### config.mk
export PLATFORM = sky130hd
export DESIGN_NAME = dbus_wb_if
export DESIGN_NICKNAME = d
export VERILOG_FILES = /design/src/rtl/dbus_wb_if.sv
export SDC_FILE = /design/constraint.sdc
export NUM_CORES = 1
export LEC_CHECK = 0
export ABC_AREA = 0
export BUFFER_PORTS_ARGS = -buffer_cell sky130_fd_sc_hd__buf_2
export CAP_MARGIN = 20
export CORE_UTILIZATION = 50
export CTS_CLUSTER_SIZE = 10
export DETAILED_ROUTE_END_ITERATION = 8
export PLACE_DENSITY = 0.84
export RECOVER_POWER = 25
export SYNTH_ARGS = -nofsm -noshare
export SYNTH_HDL_FRONTEND = slang
export SYNTH_SLANG_ARGS = --single-unit
export TNS_END_PERCENT = 5
### constraint.sdc
create_clock -name clk -period 3.3 [get_ports clk]
set_clock_uncertainty 0.05 [all_clocks]
set_input_delay 0.33 -clock clk [delete_from_list [all_inputs] [get_ports clk]]
set_output_delay 0.33 -clock clk [all_outputs]
set_load 0.05 [all_outputs]
### src/rtl/dbus_wb_if.sv
// Data-bus bridge from the MEM stage to a Wishbone master port: one access at a time,
// with a registered bus side, an ack timeout and a read buffer held while the pipeline is stalled.
module dbus_wb_if #(
    parameter int unsigned STALL_W = 6,
    parameter int unsigned TIMEOUT = 255
) (
    input  logic               clk,
    input  logic               rst,
    input  logic [STALL_W-1:0] stall_i,
    input  logic               flush_i,
    input  logic               cpu_ce_i,
    input  logic               cpu_we_i,
    input  logic [31:0]        cpu_addr_i,
    input  logic [3:0]         cpu_sel_i,
    input  logic [31:0]        cpu_data_i,
    output logic [31:0]        cpu_data_o,
    output logic               stallreq_o,
    output logic               bus_err_o,
    output logic [31:0]        wb_adr_o,
    output logic [31:0]        wb_dat_o,
    output logic [3:0]         wb_sel_o,
    output logic               wb_we_o,
    output logic               wb_stb_o,
    output logic               wb_cyc_o,
    input  logic [31:0]        wb_dat_i,
    input  logic               wb_ack_i
);

    localparam int unsigned CNT_W = $clog2(TIMEOUT + 1);
    localparam logic [CNT_W-1:0] CNT_LAST = CNT_W'(TIMEOUT - 1);

    localparam logic [1:0] IDLE       = 2'd0;
    localparam logic [1:0] BUSY       = 2'd1;
    localparam logic [1:0] WAIT_STALL = 2'd2;

    logic [1:0]       state_q, state_d;
    logic [CNT_W-1:0] cnt_q, cnt_d;
    logic [31:0]      rd_buf_q, rd_buf_d;
    logic             bus_err_q, bus_err_d;
    logic             cyc_q, cyc_d;
    logic             stb_q, stb_d;
    logic             we_q, we_d;
    logic [3:0]       sel_q, sel_d;
    logic [31:0]      adr_q, adr_d;
    logic [31:0]      dat_q, dat_d;

    logic stall_any;
    logic ack_hit;
    logic abort_hit;

    assign stall_any = |stall_i;
    assign ack_hit   = (state_q == BUSY) && wb_ack_i;
    // An ack arriving in the last allowed cycle wins over the timeout.
    assign abort_hit = (state_q == BUSY) && !wb_ack_i && (cnt_q == CNT_LAST);

    always_comb begin
        logic clr_bus;
        clr_bus   = 1'b0;
        state_d   = state_q;
        cnt_d     = cnt_q;
        rd_buf_d  = rd_buf_q;
        bus_err_d = 1'b0;
        cyc_d     = cyc_q;
        stb_d     = stb_q;
        we_d      = we_q;
        sel_d     = sel_q;
        adr_d     = adr_q;
        dat_d     = dat_q;

        case (state_q)
            IDLE: begin
                if (cpu_ce_i && !flush_i) begin
                    cyc_d   = 1'b1;
                    stb_d   = 1'b1;
                    we_d    = cpu_we_i;
                    sel_d   = cpu_sel_i;
                    adr_d   = cpu_addr_i;
                    dat_d   = cpu_data_i;
                    cnt_d   = '0;
                    state_d = BUSY;
                end else begin
                    clr_bus = 1'b1;
                end
            end
            BUSY: begin
                if (flush_i) begin
                    clr_bus  = 1'b1;
                    rd_buf_d = '0;
                    state_d  = IDLE;
                end else if (wb_ack_i) begin
                    clr_bus  = 1'b1;
                    // Writes leave the buffer zeroed so stores never echo bus data.
                    rd_buf_d = we_q ? '0 : wb_dat_i;
                    state_d  = stall_any ? WAIT_STALL : IDLE;
                end else if (abort_hit) begin
                    clr_bus   = 1'b1;
                    rd_buf_d  = '0;
                    bus_err_d = 1'b1;
                    state_d   = stall_any ? WAIT_STALL : IDLE;
                end else if (cnt_q != CNT_LAST) begin
                    cnt_d = cnt_q + CNT_W'(1);
                end
            end
            WAIT_STALL: begin
                clr_bus = 1'b1;
                if (flush_i || !stall_any) begin
                    state_d = IDLE;
                end
            end
            default: begin
                clr_bus = 1'b1;
                state_d = IDLE;
            end
        endcase

        if (clr_bus) begin
            cyc_d = 1'b0;
            stb_d = 1'b0;
            we_d  = 1'b0;
            sel_d = '0;
            adr_d = '0;
            dat_d = '0;
        end
    end

    always_ff @(posedge clk) begin
        if (rst) begin
            state_q   <= IDLE;
            cnt_q     <= '0;
            rd_buf_q  <= '0;
            bus_err_q <= 1'b0;
            cyc_q     <= 1'b0;
            stb_q     <= 1'b0;
            we_q      <= 1'b0;
            sel_q     <= '0;
            adr_q     <= '0;
            dat_q     <= '0;
        end else begin
            state_q   <= state_d;
            cnt_q     <= cnt_d;
            rd_buf_q  <= rd_buf_d;
            bus_err_q <= bus_err_d;
            cyc_q     <= cyc_d;
            stb_q     <= stb_d;
            we_q      <= we_d;
            sel_q     <= sel_d;
            adr_q     <= adr_d;
            dat_q     <= dat_d;
        end
    end

    always_comb begin
        stallreq_o = 1'b0;
        cpu_data_o = '0;
        if (!rst) begin
            stallreq_o = ((state_q == IDLE) && cpu_ce_i && !flush_i) ||
                         ((state_q == BUSY) && !wb_ack_i && !abort_hit);
            if (ack_hit && !we_q) begin
                cpu_data_o = wb_dat_i;
            end else if (state_q == WAIT_STALL) begin
                cpu_data_o = rd_buf_q;
            end
        end
    end

    assign bus_err_o = bus_err_q;
    assign wb_cyc_o  = cyc_q;
    assign wb_stb_o  = stb_q;
    assign wb_we_o   = we_q;
    assign wb_sel_o  = sel_q;
    assign wb_adr_o  = adr_q;
    assign wb_dat_o  = dat_q;

endmodule

Word level (Yosys, flattened, before mapping)
Index checks and enable logic that the tools add are counted.

cells by class
  add/subtract/negate cells = 1
  eq/ne operators = 11
  mux-type cells = 26
  bitwise operators = 1
  reduce and logical (&&, ||, !) cells = 25

operator list
  cell                                                   number
  2-to-1 mux 32 bit                                      7
  2-to-1 mux 8 bit                                       5
  case mux 8 bit (2 select lines)                        1
  2-to-1 mux 2 bit                                       6
  inequality test 2 bit, second input constant           5
  adder 8 x 1 -> 8 bit, second input constant            1
  == test 8 bit, second input constant                   1
  logical AND 1 bit                                      8
  inequality test 8 bit, second input constant           1
  case mux 2 bit (3 select lines)                        1
  AND reduction 6 bit                                    1
  OR reduction 6 bit                                     1
  zero test 1 bit                                        5
  2-to-1 mux 1 bit                                       5
  inequality test 4 bit, second input constant           1
  AND reduction 2 bit                                    2
  OR reduction 4 bit                                     1
  AND reduction 3 bit                                    1
  nonzero test 3 bit                                     1
  == test 2 x 1 -> 1 bit, second input constant          1
  == test 2 bit, second input constant                   1
  zero test 2 bit                                        1
  logical OR 1 bit                                       2
  inequality test 2 x 1 -> 1 bit, second input constant  1
  4 further kinds                                        4

storage, ports and cells
  bits in registers = 113
  bits of input ports = 112
  output and inout port bits = 105
  logic and storage cells = 73

Depth between registers and ports, before layout
Gate-level depths: netlist (run 1).

  word-level depth = 8
  depth in mapped cells = 8
  gate-level depth less buffers = 6

Least setup slack after synthesis (run 1)
Ideal clock, no wire load.

  path kind = register to output
  start point = register we_q, in the netlist wb_we_o
  end point = output port cpu_data_o[10]
  data arrival time = 1.888 ns
  data required time = 2.920 ns
  path slack = 1.032 ns
  stages on the path, launching flop included = 6
  path buffers = 1
  cells stage by stage = dfxtp_1 -> nand2b_1 -> nor2_1 -> buf_2 -> a22oi_1 -> nor2_1

on the way
  word-level cells in the longest chain between the ends = 4

RTL lines
  what                    line  source
  from (decl)             42    logic we_q, we_d;
  from (signal assigned)  145   we_q <= we_d;
  zero test 1 bit         158   if (ack_hit && !we_q) begin
  logical AND 1 bit       158
  2-to-1 mux 32 bit       158
  2-to-1 mux 32 bit       155   if (!rst) begin
  to (decl)               16    output logic [31:0] cpu_data_o,

Every way passes these cells.

Worst setup path after layout (run 1)
  start point = register state_q[0]
  end point = output port cpu_data_o[20]

on the way
  word-level cells in the longest chain between the ends = 5
  elaborated cells between the ends (all ways) = 7
  those cells by class = 2 x eq/ne; 3 x mux; 2 x reduce/logical

RTL lines
  what                    line  source
  from (decl)             36    logic [1:0] state_q, state_d;
  from (signal assigned)  139   state_q <= state_d;
  == test 2 x 1 -> 1 bit  52    assign ack_hit = (state_q == BUSY) && wb_ack_i;
  logical AND 1 bit       52
  logical AND 1 bit       158
  2-to-1 mux 32 bit (*)   158
  2-to-1 mux 32 bit (*)   155

Every way passes the cells marked *; elsewhere a longest branch is shown, timed or not.

==> results of run 1 <==
## layout by cell type (no fill, tap or decap), types with 5 or more instances in the layout
cell type      instances
buf_4                  6
a21oi_2               37
a21oi_1               38
dfxtp_1              113
clkbuf_16             16
mux2i_1               33
buf_2                163
clkbuf_1              53
a22oi_1               33
nor2_1                40
dlygate4sd3_1         12
clkinvlp_4             5
nand2_1              206
## per-stage QoR
step | utilization, % | setup WS [ns] | hold WS, ns
floorplan | - | 1.03 | 0.388
global placement | 63.9 | 1.11 | 0.390
detailed placement | 63.9 | 1.03 | 0.395
CTS | 71.5 | 0.577 | 0.000103
global route | 70.7 | 0.424 | 0.00162
finish | 70.7 | 0.607 | 0.0157
## sequential cells by signal, indices dropped and copies added (netlist names)
register,count
rd_buf_q,32
wb_sel_o,4
wb_stb_o,1
cnt_q,8
state_q,2
wb_we_o,1
wb_dat_o,32
bus_err_o,1
wb_adr_o,32
## worst max-delay path by stage
stage | startpoint | end | cells after the start
global route | state_q[0]$_SDFFE_PP0P_ | cpu_data_o[18] | 6
global placement | rst | cnt_q[1]$_SDFFE_PP0P_ | 3
finish | state_q[0]$_SDFFE_PP0P_ | cpu_data_o[20] | 6
CTS | state_q[1]$_SDFFE_PP0P_ | cpu_data_o[7] | 5
floorplan | wb_we_o$_SDFFE_PP0P_ | cpu_data_o[10] | 5
detailed placement | cnt_q[0]$_SDFFE_PP0P_ | wb_dat_o[12]$_SDFFE_PP0P_ | 7
## cell families (layout without fill, tap and decap cells)
logic type / Yosys count / in the layout / synth area share, %
fa+ha+maj: 2 / 2 / 0.510
flops: 113 / 113 / 46.1
compound gates: 125 / 125 / 18.6
simple gates: 270 / 270 / 22.6
mux: 33 / 33 / 6.73
buf+inv: 49 / 272 / 5.38
## final cells by class
class | count | area, um^2 | area share, %
Clock buffer | 19 | 442 | 6.67
Clock inverter | 13 | 150 | 2.27
Inverter | 5 | 18.8 | 0.283
Multi-Input combinational cell | 430 | 2390 | 36.1
Sequential cell | 113 | 2260 | 34.2
Tap cell | 129 | 161 | 2.44
Timing Repair Buffer | 235 | 1200 | 18.1
## worst register-to-register path: cells and delay by family, from the launching register on
family	cells	cell delay (ns)
buffers and inverters	2	0.38
and+or+nand+nor	1	0.16
AOI/OAI and AO/OA	3	0.99
adders and majority gates	1	0.21
DFF	1	0.41
## metal layers
metal	vias up	GRT usage [%]	wire length, um
li1	2413	-	-
met1	2350	30.4	5420
met2	225	45.6	6860
met3	21	7.77	1050
met4	0	10.0	212
met5	-	0	0
## power by group through the flow
stage                     Combinational [mW]  Sequential [mW]  Clock (mW)
final                                  0.391             1.40        1.81
after CTS                              0.393             1.40        1.83
after global placement                 0.372             1.43           0
after detailed placement               0.380             1.43           0
after global routing                   0.419             1.40        1.91
after floorplan                        0.207             1.48           0
## repair_timing
item | 4_1_cts | 5_1_grt
setup endpoints to repair | 0 | 0
hold endpoints to repair | 12 | 0
buffers inserted | 0 | 0
hold buffers | 12 | 0
==> flow_metrics.py, run 1 <==
metrics = {
    "timing": {
        "fin_crit_sh_pct": 81.6,
        "setup_tns_ns": 0,
        "fmax_mhz": 371,
        "finalSetupViolCount": 0,
        "rsz0062_at_grt": "false",
        "fin_crit_ns": 2.69,
        "tightest_slew_ns": 1.05,
        "final_hold_viol_count": 0,
        "slew_violations": 0,
        "relSlewSlack_pct": 30.0,
    },
    "pwr": {
        "p_sw_share_pct": 26.7,
        "finalPower_mw": 3.60,
        "comb_power_share_pct": 10.9,
        "p_per_area_nw_per_um2": 544,
        "internal-power_mw": 2.64,
        "pwr-share-clk_pct": 50.2,
        "leakage_nw": 2.79,
        "peakVddDrop_v": 0.000347,
        "p_sw_mw": 0.960,
        "seq_power_share_pct": 39.0,
    },
    "synthesis": {
        "post-synth-top-area-cell": "dfxtp_1",
        "synthCells": 592,
        "netlist_top_cells_count": "nand2_1, dfxtp_1, nor2_1, a21oi_1, a21oi_2",
        "synth.distinct_cells": 40,
        "synth.avg_cell_area_um2": 8.29,
        "synthFlopType": "dfxtp_1",
        "netlist_area_um2": 4910,
        "yosys-top-cells-area": "dfxtp_1, nand2_1, mux2i_1, a21oi_2, a22oi_1",
        "synth.most_common_cell": "nand2_1",
        "yosys_warnings": 0,
        "async_flop_share_pct": 0,
        "syn_nets": 706,
        "seq_area_frac_synth_pct": 46.1,
        "synth_edf_count": 0,
        "synth_top_cell_area_share_pct": 46.1,
        "synth-seq-cells": 113,
    },
    "floorplanning": {
        "start_util_pct": 52.3,
        "dieArea_um2": 10200,
        "rows": 35,
        "coreArea_um2": 9370,
        "die_width_um": 101,
        "pin_count": 217,
        "die_h_um": 101,
    },
    "clocking": {
        "clockBufferDepth": 2,
        "cts.sinks": 113,
        "cts_made_buffers": 17,
        "clkTransAtPathRegs_ns": 0.06,
        "htree_levels": 4,
        "cts_resized": 0,
        "cts_root_buf": "clkbuf_8",
        "clk_latency_ns": 0.50,
        "cts_tree": "yes",
    },
    "place": {
        "place_inst": 900,
        "gp_congestion": 0.827,
        "hpwlAfterDp_um": 9060,
        "io_buffer_count": 216,
        "postPlaceCellArea_um2": 5990,
    },
    "critical_path": {
        "rrSetupSlack_ns": 1.02,
        "ff2ff_path_depth": 7,
        "path_class": "register to output port",
        "worst-path-max-fanout": 32,
        "crit_required_ns": 2.92,
        "worst_ep_arrival_time_ns": 2.31,
        "cp-start-kind": "register",
        "crit_buf_inv": 2,
        "cp_slowest_stage_delay_ns": 0.49,
        "slowest_stage": "dfxtp_1",
        "regToRegEndpoint": "wb_adr_o[17]$_SDFFE_PP0P_",
        "worstPathCellList": "nand2b_1, nor2_2, buf_4, a22oi_1, nor2_1, buf_2",
        "r2r-start": "cnt_q[0]$_SDFFE_PP0P_",
        "crit_family": "buffers and inverters",
        "crit_path_end_kind": "output port",
    },
    "drt": {
        "vias": 5009,
        "drtIter0Drc": 198,
        "drc_errors": 0,
        "wl_per_cell_um": 14.4,
        "drtPass1Iterations": 5,
        "routed_via_density": 5.31,
        "finalWirelength_um": 13500,
        "ant_nets": 0,
    },
    "worst_hold_path": {
        "min_to": "wb_adr_o[2]$_SDFFE_PP0P_",
        "hold_depth": 3,
        "hp-class": "input port to register",
        "min_from": "cpu_addr_i[2]",
    },
    "global_route": {
        "grt_max_degree": 72,
        "grt_first_pass_wirelength_um": 21300,
        "overflow": 0,
        "antenna_found_initial": 0,
        "grt_pass1_vias": 4692,
        "gr-usage-all-layers_pct": 26.3,
    },
    "finish": {
        "fill_cells": 763,
        "nNetsFinal": 916,
        "area_growth_pct": 35.0,
        "antennaDiodeCount": 0,
        "final_layout_size_suffix_gt1_share_pct": 30.9,
        "finalInstanceArea_um2": 6620,
        "layoutNonFillerInstCount": 944,
    },
    "flow_run": {
        "cap_viol_max_count": 0,
    },
    "outcome": {
        "status": "completed",
    },
}
Note: power is estimated with default switching activity, not from simulation.
==> run 2, diff against run 1 <==
--- a/config.mk
+++ b/config.mk
@@ -8,10 +8,10 @@
 export ABC_AREA = 0
 export BUFFER_PORTS_ARGS = -buffer_cell sky130_fd_sc_hd__buf_2
 export CAP_MARGIN = 20
-export CORE_UTILIZATION = 50
+export CORE_UTILIZATION = 43
 export CTS_CLUSTER_SIZE = 10
 export DETAILED_ROUTE_END_ITERATION = 8
-export PLACE_DENSITY = 0.84
+export PLACE_DENSITY = 0.77
 export RECOVER_POWER = 25
 export SYNTH_ARGS = -nofsm -noshare
 export SYNTH_HDL_FRONTEND = slang
==> constraint.sdc (replaced) <==
create_clock -name clk -period 2.2 [get_ports clk]
set_clock_uncertainty 0.05 [all_clocks]
set_input_delay 0.22 -clock clk [delete_from_list [all_inputs] [get_ports clk]]
set_output_delay 0.22 -clock clk [all_outputs]
set_load 0.05 [all_outputs]
==> run 2 against run 1 <==
  * Global-route usage decreased by 3.0 points
  * Final area rose by 7.0%
  * Die area is 16% higher
  * Clock-buffer cell count is the same
  * Combinational power is 67% higher
  * Core utilization shrank 6.1 points
  * Register-to-register slack worse by 0.85 ns
  * Cell count rose by 5.1%
  * Non-clock buffer count up 36
  * Critical path type unchanged
  * Critical endpoint is now stallreq_o
  * Largest cell class unchanged
==> flow_metrics.py, run 2 (same netlist as run 1, synthesis figures left out) <==
metrics = {
    "timing": {
        "fin_crit_ns": 2.06,
        "rsz0062_at_grt": "false",
        "setup_tns_ns": 0,
        "slew_violations": 0,
        "finalSetupViolCount": 0,
        "fin_crit_sh_pct": 93.8,
        "relSlewSlack_pct": 56.0,
        "tightest_slew_ns": 0.663,
        "final_hold_viol_count": 0,
        "fmax_mhz": 484,
        "setup_slack_ns": 0.135,
    },
    "drt": {
        "finalWirelength_um": 14100,
        "drtIter0Drc": 350,
        "drtPass1Iterations": 5,
        "top_layer": "met4",
        "met2_length_um": 6930,
        "drc_errors": 0,
        "routed_via_density": 5.05,
        "wl_met1_um": 5830,
        "wl_met3_um": 1060,
        "wl_per_cell_um": 14.2,
        "vias": 5013,
        "ant_nets": 0,
    },
    "place": {
        "place_inst": 917,
        "gp_congestion": 0.788,
        "hpwlAfterDp_um": 8540,
        "io_buffer_count": 216,
        "place_ws_ns": 0.234,
    },
    "finish": {
        "nNetsFinal": 952,
        "layout_common_cells": "nand2_1, buf_2, dfxtp_1",
        "final_layout_size_suffix_gt1_share_pct": 30.6,
        "fill_cells": 930,
        "fin_util_pct": 64.5,
        "area_growth_pct": 44.5,
        "layoutNonFillerInstCount": 992,
        "regArea_um2": 2260,
        "multi_input_area_um2": 2400,
        "layout_commonest_cell": "nand2_1",
    },
    "clocking": {
        "cts_root_buf": "clkbuf_16",
        "clkTransAtPathRegs_ns": 0.06,
        "cts_made_buffers": 17,
        "clockBufferDepth": 2,
        "htree_levels": 4,
        "cts.sinks": 113,
        "clk_latency_ns": 0.39,
        "postCtsSetupBuffers": 0,
        "cts_tree": "yes",
    },
    "pwr": {
        "finalPower_mw": 5.60,
        "p_per_area_nw_per_um2": 790,
        "peakVddDrop_v": 0.000472,
        "leakage_nw": 2.99,
    },
    "critical_path": {
        "r2r-start": "cnt_q[0]$_SDFFE_PP0P_",
        "slowest_stage": "dfxtp_1",
        "worst-path-max-fanout": 6,
        "path_class": "register to output port",
        "cp-start-kind": "register",
        "worstPathCellList": "inv_1, ha_1, nand4_2, o21ai_0, a21oi_1, buf_4",
        "startpoint": "cnt_q[0]$_SDFFE_PP0P_",
        "crit_path_end_kind": "output port",
        "worst_ep_arrival_time_ns": 1.79,
        "crit_required_ns": 1.93,
        "cp_slowest_stage_delay_ns": 0.40,
    },
    "floorplanning": {
        "die_h_um": 109,
        "coreArea_um2": 11000,
        "rows": 38,
        "start_util_pct": 44.7,
        "dieArea_um2": 11800,
        "pin_count": 217,
        "die_width_um": 109,
    },
    "flow_run": {
        "cap_viol_max_count": 0,
    },
    "global_route": {
        "grt_first_pass_wirelength_um": 21600,
        "overflow": 0,
        "grt_pass1_vias": 4698,
        "gr-usage-all-layers_pct": 23.3,
        "grt_max_degree": 73,
        "antenna_found_initial": 1,
    },
    "outcome": {
        "status": "completed",
    },
    "worst_hold_path": {
        "hp-class": "input port to register",
        "min_from": "cpu_addr_i[8]",
    },
}
-- run 2: cell types whose count changed in the layout (fill, tap and decap cells not counted), moves of 3 or more --
| cell | previous run | this run |
|---|---|---|
| dlygate4sd3_1 | 12 | 42 |
| buf_12 | 1 | 5 |
| clkinvlp_4 | 5 | 1 |
| clkinv_4 | 2 | 5 |
-- run 2: layer usage --
metal  global-route usage (%)  up-vias
met5                        0        -
met1                     26.9     2301
li1                         -     2474
met2                     39.3      212
met4                     10.7        0
met3                     7.47       26
-- run 2: layout make-up --
cell class	instances	area share, %
clock inverter	13	2.49
sequential	113	31.9
antenna	1	0.0353
timing repair buffer	271	22.6
tap	140	2.47
multi-input combinational	430	33.9
clock buffer	19	6.25
inverter	5	0.265
-- run 2: report_power, final --
| part | switching, mW | internal, mW | leakage [nW] | total (mW) |
|---|---|---|---|---|
| Combinational | 0.410 | 0.244 | 1.77 | 0.653 |
| Sequential | 0.0228 | 2.08 | 0.913 | 2.11 |
| Clock | 1.01 | 1.83 | 0.299 | 2.84 |
-- run 2: final timing paths --
kind,endpoint,depth (start not counted),slack (ns)
max,stallreq_o,6,0.14
min,wb_adr_o[8]$_SDFFE_PP0P_,3,0.01
max reg2reg,wb_adr_o[25]$_SDFFE_PP0P_,7,0.17
min reg2reg,wb_adr_o[14]$_SDFFE_PP0P_,2,0.40
-- run 2: per-stage QoR --
step	hold WS [ns]	area, um^2
final	0.0123	7090
after global routing	0.00633	7090
after CTS	0.000362	7140
after detailed placement	0.393	6100
after global placement	0.389	6100
after floorplan	0.303	4910
-- run 2: repair_timing --
| item | CTS | global route |
|---|---|---|
| gates resized for setup | 1 | 6 |
| endpoints found under the hold margin | 42 | 0 |
| hold buffers | 42 | 0 |
| setup endpoints to repair | 10 | 33 |
-- run 2: worst max-delay path: cells and delay by family, from the launching register on --
kind	cells	cell delay, ns
flops	1	0.40
buf+inv	2	0.32
compound gates	2	0.32
fa+ha+maj	1	0.21
simple gates	1	0.16
==> run 3, diff against run 2 <==
--- a/config.mk
+++ b/config.mk
@@ -8,10 +8,10 @@
 export ABC_AREA = 0
 export BUFFER_PORTS_ARGS = -buffer_cell sky130_fd_sc_hd__buf_2
 export CAP_MARGIN = 20
-export CORE_UTILIZATION = 43
+export CORE_UTILIZATION = 50
 export CTS_CLUSTER_SIZE = 10
 export DETAILED_ROUTE_END_ITERATION = 8
-export PLACE_DENSITY = 0.77
+export PLACE_DENSITY = 0.84
 export RECOVER_POWER = 25
 export SYNTH_ARGS = -nofsm -noshare
 export SYNTH_HDL_FRONTEND = slang
==> constraint.sdc (replaced) <==
create_clock -name clk -period 2.6 [get_ports clk]
set_clock_uncertainty 0.05 [all_clocks]
set_input_delay 0.26 -clock clk [delete_from_list [all_inputs] [get_ports clk]]
set_output_delay 0.26 -clock clk [all_outputs]
set_load 0.05 [all_outputs]
==> run 3 against run 2 <==
  * Die area is 14% lower
  * Core utilization is 17 points higher
  * Critical path depth stayed put
  * Sequential cell count stayed put
  * Hold slack better by 0.025 ns
  * Critical path type unchanged
  * Clock-buffer cell count is 1 lower
  * Via count is 14% higher
  * Routed wire length is 24% higher
==> flow_metrics.py, run 3 (same netlist as run 1, synthesis figures left out) <==
metrics = {
    "finish": {
        "layoutNonFillerInstCount": 1040,
        "layout_common_cells": "nand2_1, buf_2, dfxtp_1",
        "multi_input_area_um2": 2400,
        "layout_commonest_cell": "nand2_1",
        "regArea_um2": 2260,
        "nNetsFinal": 1012,
        "finalInstanceArea_um2": 7650,
        "antennaDiodeCount": 0,
        "final_layout_size_suffix_gt1_share_pct": 28.5,
        "fill_cells": 569,
        "area_growth_pct": 55.9,
    },
    "critical_path": {
        "crit_path_end_kind": "output port",
        "cp-start-kind": "register",
        "worst-path-max-fanout": 21,
        "r2r-start": "cnt_q[0]$_SDFFE_PP0P_",
        "crit_required_ns": 2.29,
        "regToRegEndpoint": "wb_dat_o[10]$_SDFFE_PP0P_",
        "path_class": "register to output port",
        "worst_ep_arrival_time_ns": 2.17,
        "ff2ff_path_depth": 7,
        "rrSetupSlack_ns": 0.19,
    },
    "timing": {
        "tightest_slew_ns": 0.664,
        "setup_slack_ns": 0.125,
        "relSlewSlack_pct": 55.9,
        "final_hold_viol_count": 0,
        "fin_crit_sh_pct": 95.2,
        "rsz0062_at_grt": "false",
        "slew_violations": 0,
        "fmax_mhz": 404,
        "fin_crit_ns": 2.48,
        "hold-worst-slack_ns": 0.0377,
        "finalSetupViolCount": 0,
        "setup_tns_ns": 0,
    },
    "pwr": {
        "pwr-share-clk_pct": 50.6,
        "p_sw_mw": 1.28,
        "peakVddDrop_v": 0.000416,
        "leakage_nw": 3.23,
        "comb_power_share_pct": 13.0,
        "internal-power_mw": 3.62,
        "p_per_area_nw_per_um2": 641,
        "p_sw_share_pct": 26.1,
        "seq_power_share_pct": 36.4,
    },
    "outcome": {
        "status": "completed",
    },
    "place": {
        "place_ws_ns": 0.372,
        "postPlaceCellArea_um2": 6040,
        "io_buffer_count": 216,
        "gp_congestion": 0.866,
        "hpwlAfterDp_um": 9490,
        "place_inst": 905,
    },
    "clocking": {
        "clockBufferDepth": 2,
        "cts_root_buf": "clkbuf_8",
        "clkTransAtPathRegs_ns": 0.06,
        "postCtsSetupBuffers": 0,
        "clk_latency_ns": 0.51,
        "cts_made_buffers": 17,
        "cts_tree": "yes",
        "htree_levels": 4,
        "cts.sinks": 113,
    },
    "global_route": {
        "antenna_found_initial": 0,
        "grt_pass1_vias": 5782,
        "gr-usage-all-layers_pct": 34.4,
        "overflow": 0,
        "grt_first_pass_wirelength_um": 27200,
        "grt_max_degree": 72,
    },
    "drt": {
        "drtIter0Drc": 289,
        "vias": 5696,
        "wl_per_cell_um": 16.9,
        "finalWirelength_um": 17600,
        "drtPass1Iterations": 5,
        "ant_nets": 0,
        "routed_via_density": 5.48,
        "drc_errors": 0,
    },
    "floorplanning": {
        "start_util_pct": 52.3,
        "die_h_um": 101,
        "die_width_um": 101,
        "rows": 35,
        "pin_count": 217,
        "dieArea_um2": 10200,
        "coreArea_um2": 9370,
    },
    "worst_hold_path": {
        "hold_depth": 3,
        "hp-class": "input port to register",
        "min_from": "wb_dat_i[8]",
        "min_to": "rd_buf_q[8]$_SDFFE_PP0P_",
    },
    "flow_run": {
        "cap_viol_max_count": 0,
    },
}
==> run 3: cell types whose count changed in the layout (fill, tap and decap cells not counted), moves of 2 or more <==
cell	change
dlygate4sd3_1	+60
buf_12	-3
buf_2	+2
buf_4	+2
inv_6	-2
==> run 3: critical path: stages (launching register included) <==
cell and delay (ns):
dfxtp_1 0.41, nand2b_2 0.30, nor2_2 0.15, buf_4 0.27, a22oi_1 0.14, nor2_1 0.11, buf_2 0.28
==> run 3: what timing repair did <==
item                       in CTS  in global routing
gates resized for setup         0                  2
setup endpoints to repair       0                 21
hold buffers                  102                  0
hold endpoints to repair      101                  0
==> run 3: worst max path at each step <==
stage | cells past startpoint | from | end | slack (ns)
finish | 6 | state_q[1]$_SDFFE_PP0P_ | cpu_data_o[21] | 0.12
global route | 6 | state_q[1]$_SDFFE_PP0P_ | cpu_data_o[21] | 0.01
CTS | 6 | state_q[0]$_SDFFE_PP0P_ | cpu_data_o[31] | 0.05
detailed placement | 7 | cnt_q[0]$_SDFFE_PP0P_ | wb_adr_o[12]$_SDFFE_PP0P_ | 0.37
global placement | 7 | cnt_q[0]$_SDFFE_PP0P_ | wb_dat_o[4]$_SDFFE_PP0P_ | 0.45
floorplan | 5 | wb_we_o$_SDFFE_PP0P_ | cpu_data_o[10] | 0.40
==> run 3: through the flow <==
step | power (mW) | utilization [%]
final | 4.90 | 81.6
after global routing | 5.04 | 81.6
after CTS | 4.88 | 82.1
after detailed placement | 2.31 | 64.4
after global placement | 2.30 | 64.4
after floorplan | 2.14 | -
==> run 3: final cells by class <==
class / count / area share, %
Tap cell: 129 / 2.11
Clock inverter: 14 / 2.67
Sequential cell: 113 / 29.6
Clock buffer: 18 / 5.59
Multi-Input combinational cell: 430 / 31.3
Inverter: 5 / 0.245
Timing Repair Buffer: 331 / 28.5
==> run 3: power by group through the flow <==
stage / Sequential, mW / Combinational [mW] / Clock (mW)
after floorplan: 1.88 / 0.263 / 0
after global placement: 1.82 / 0.480 / 0
after detailed placement: 1.82 / 0.490 / 0
after CTS: 1.78 / 0.610 / 2.49
after global routing: 1.79 / 0.673 / 2.58
final: 1.78 / 0.637 / 2.48
==> run 3: metal layers <==
layer	GRT usage, %	wire length [um]	vias to the layer above
met2	60.9	8980	358
met5	0	0	-
met3	9.85	1490	69
li1	-	-	2602
met1	35.3	6350	2667
met4	22.9	755	0
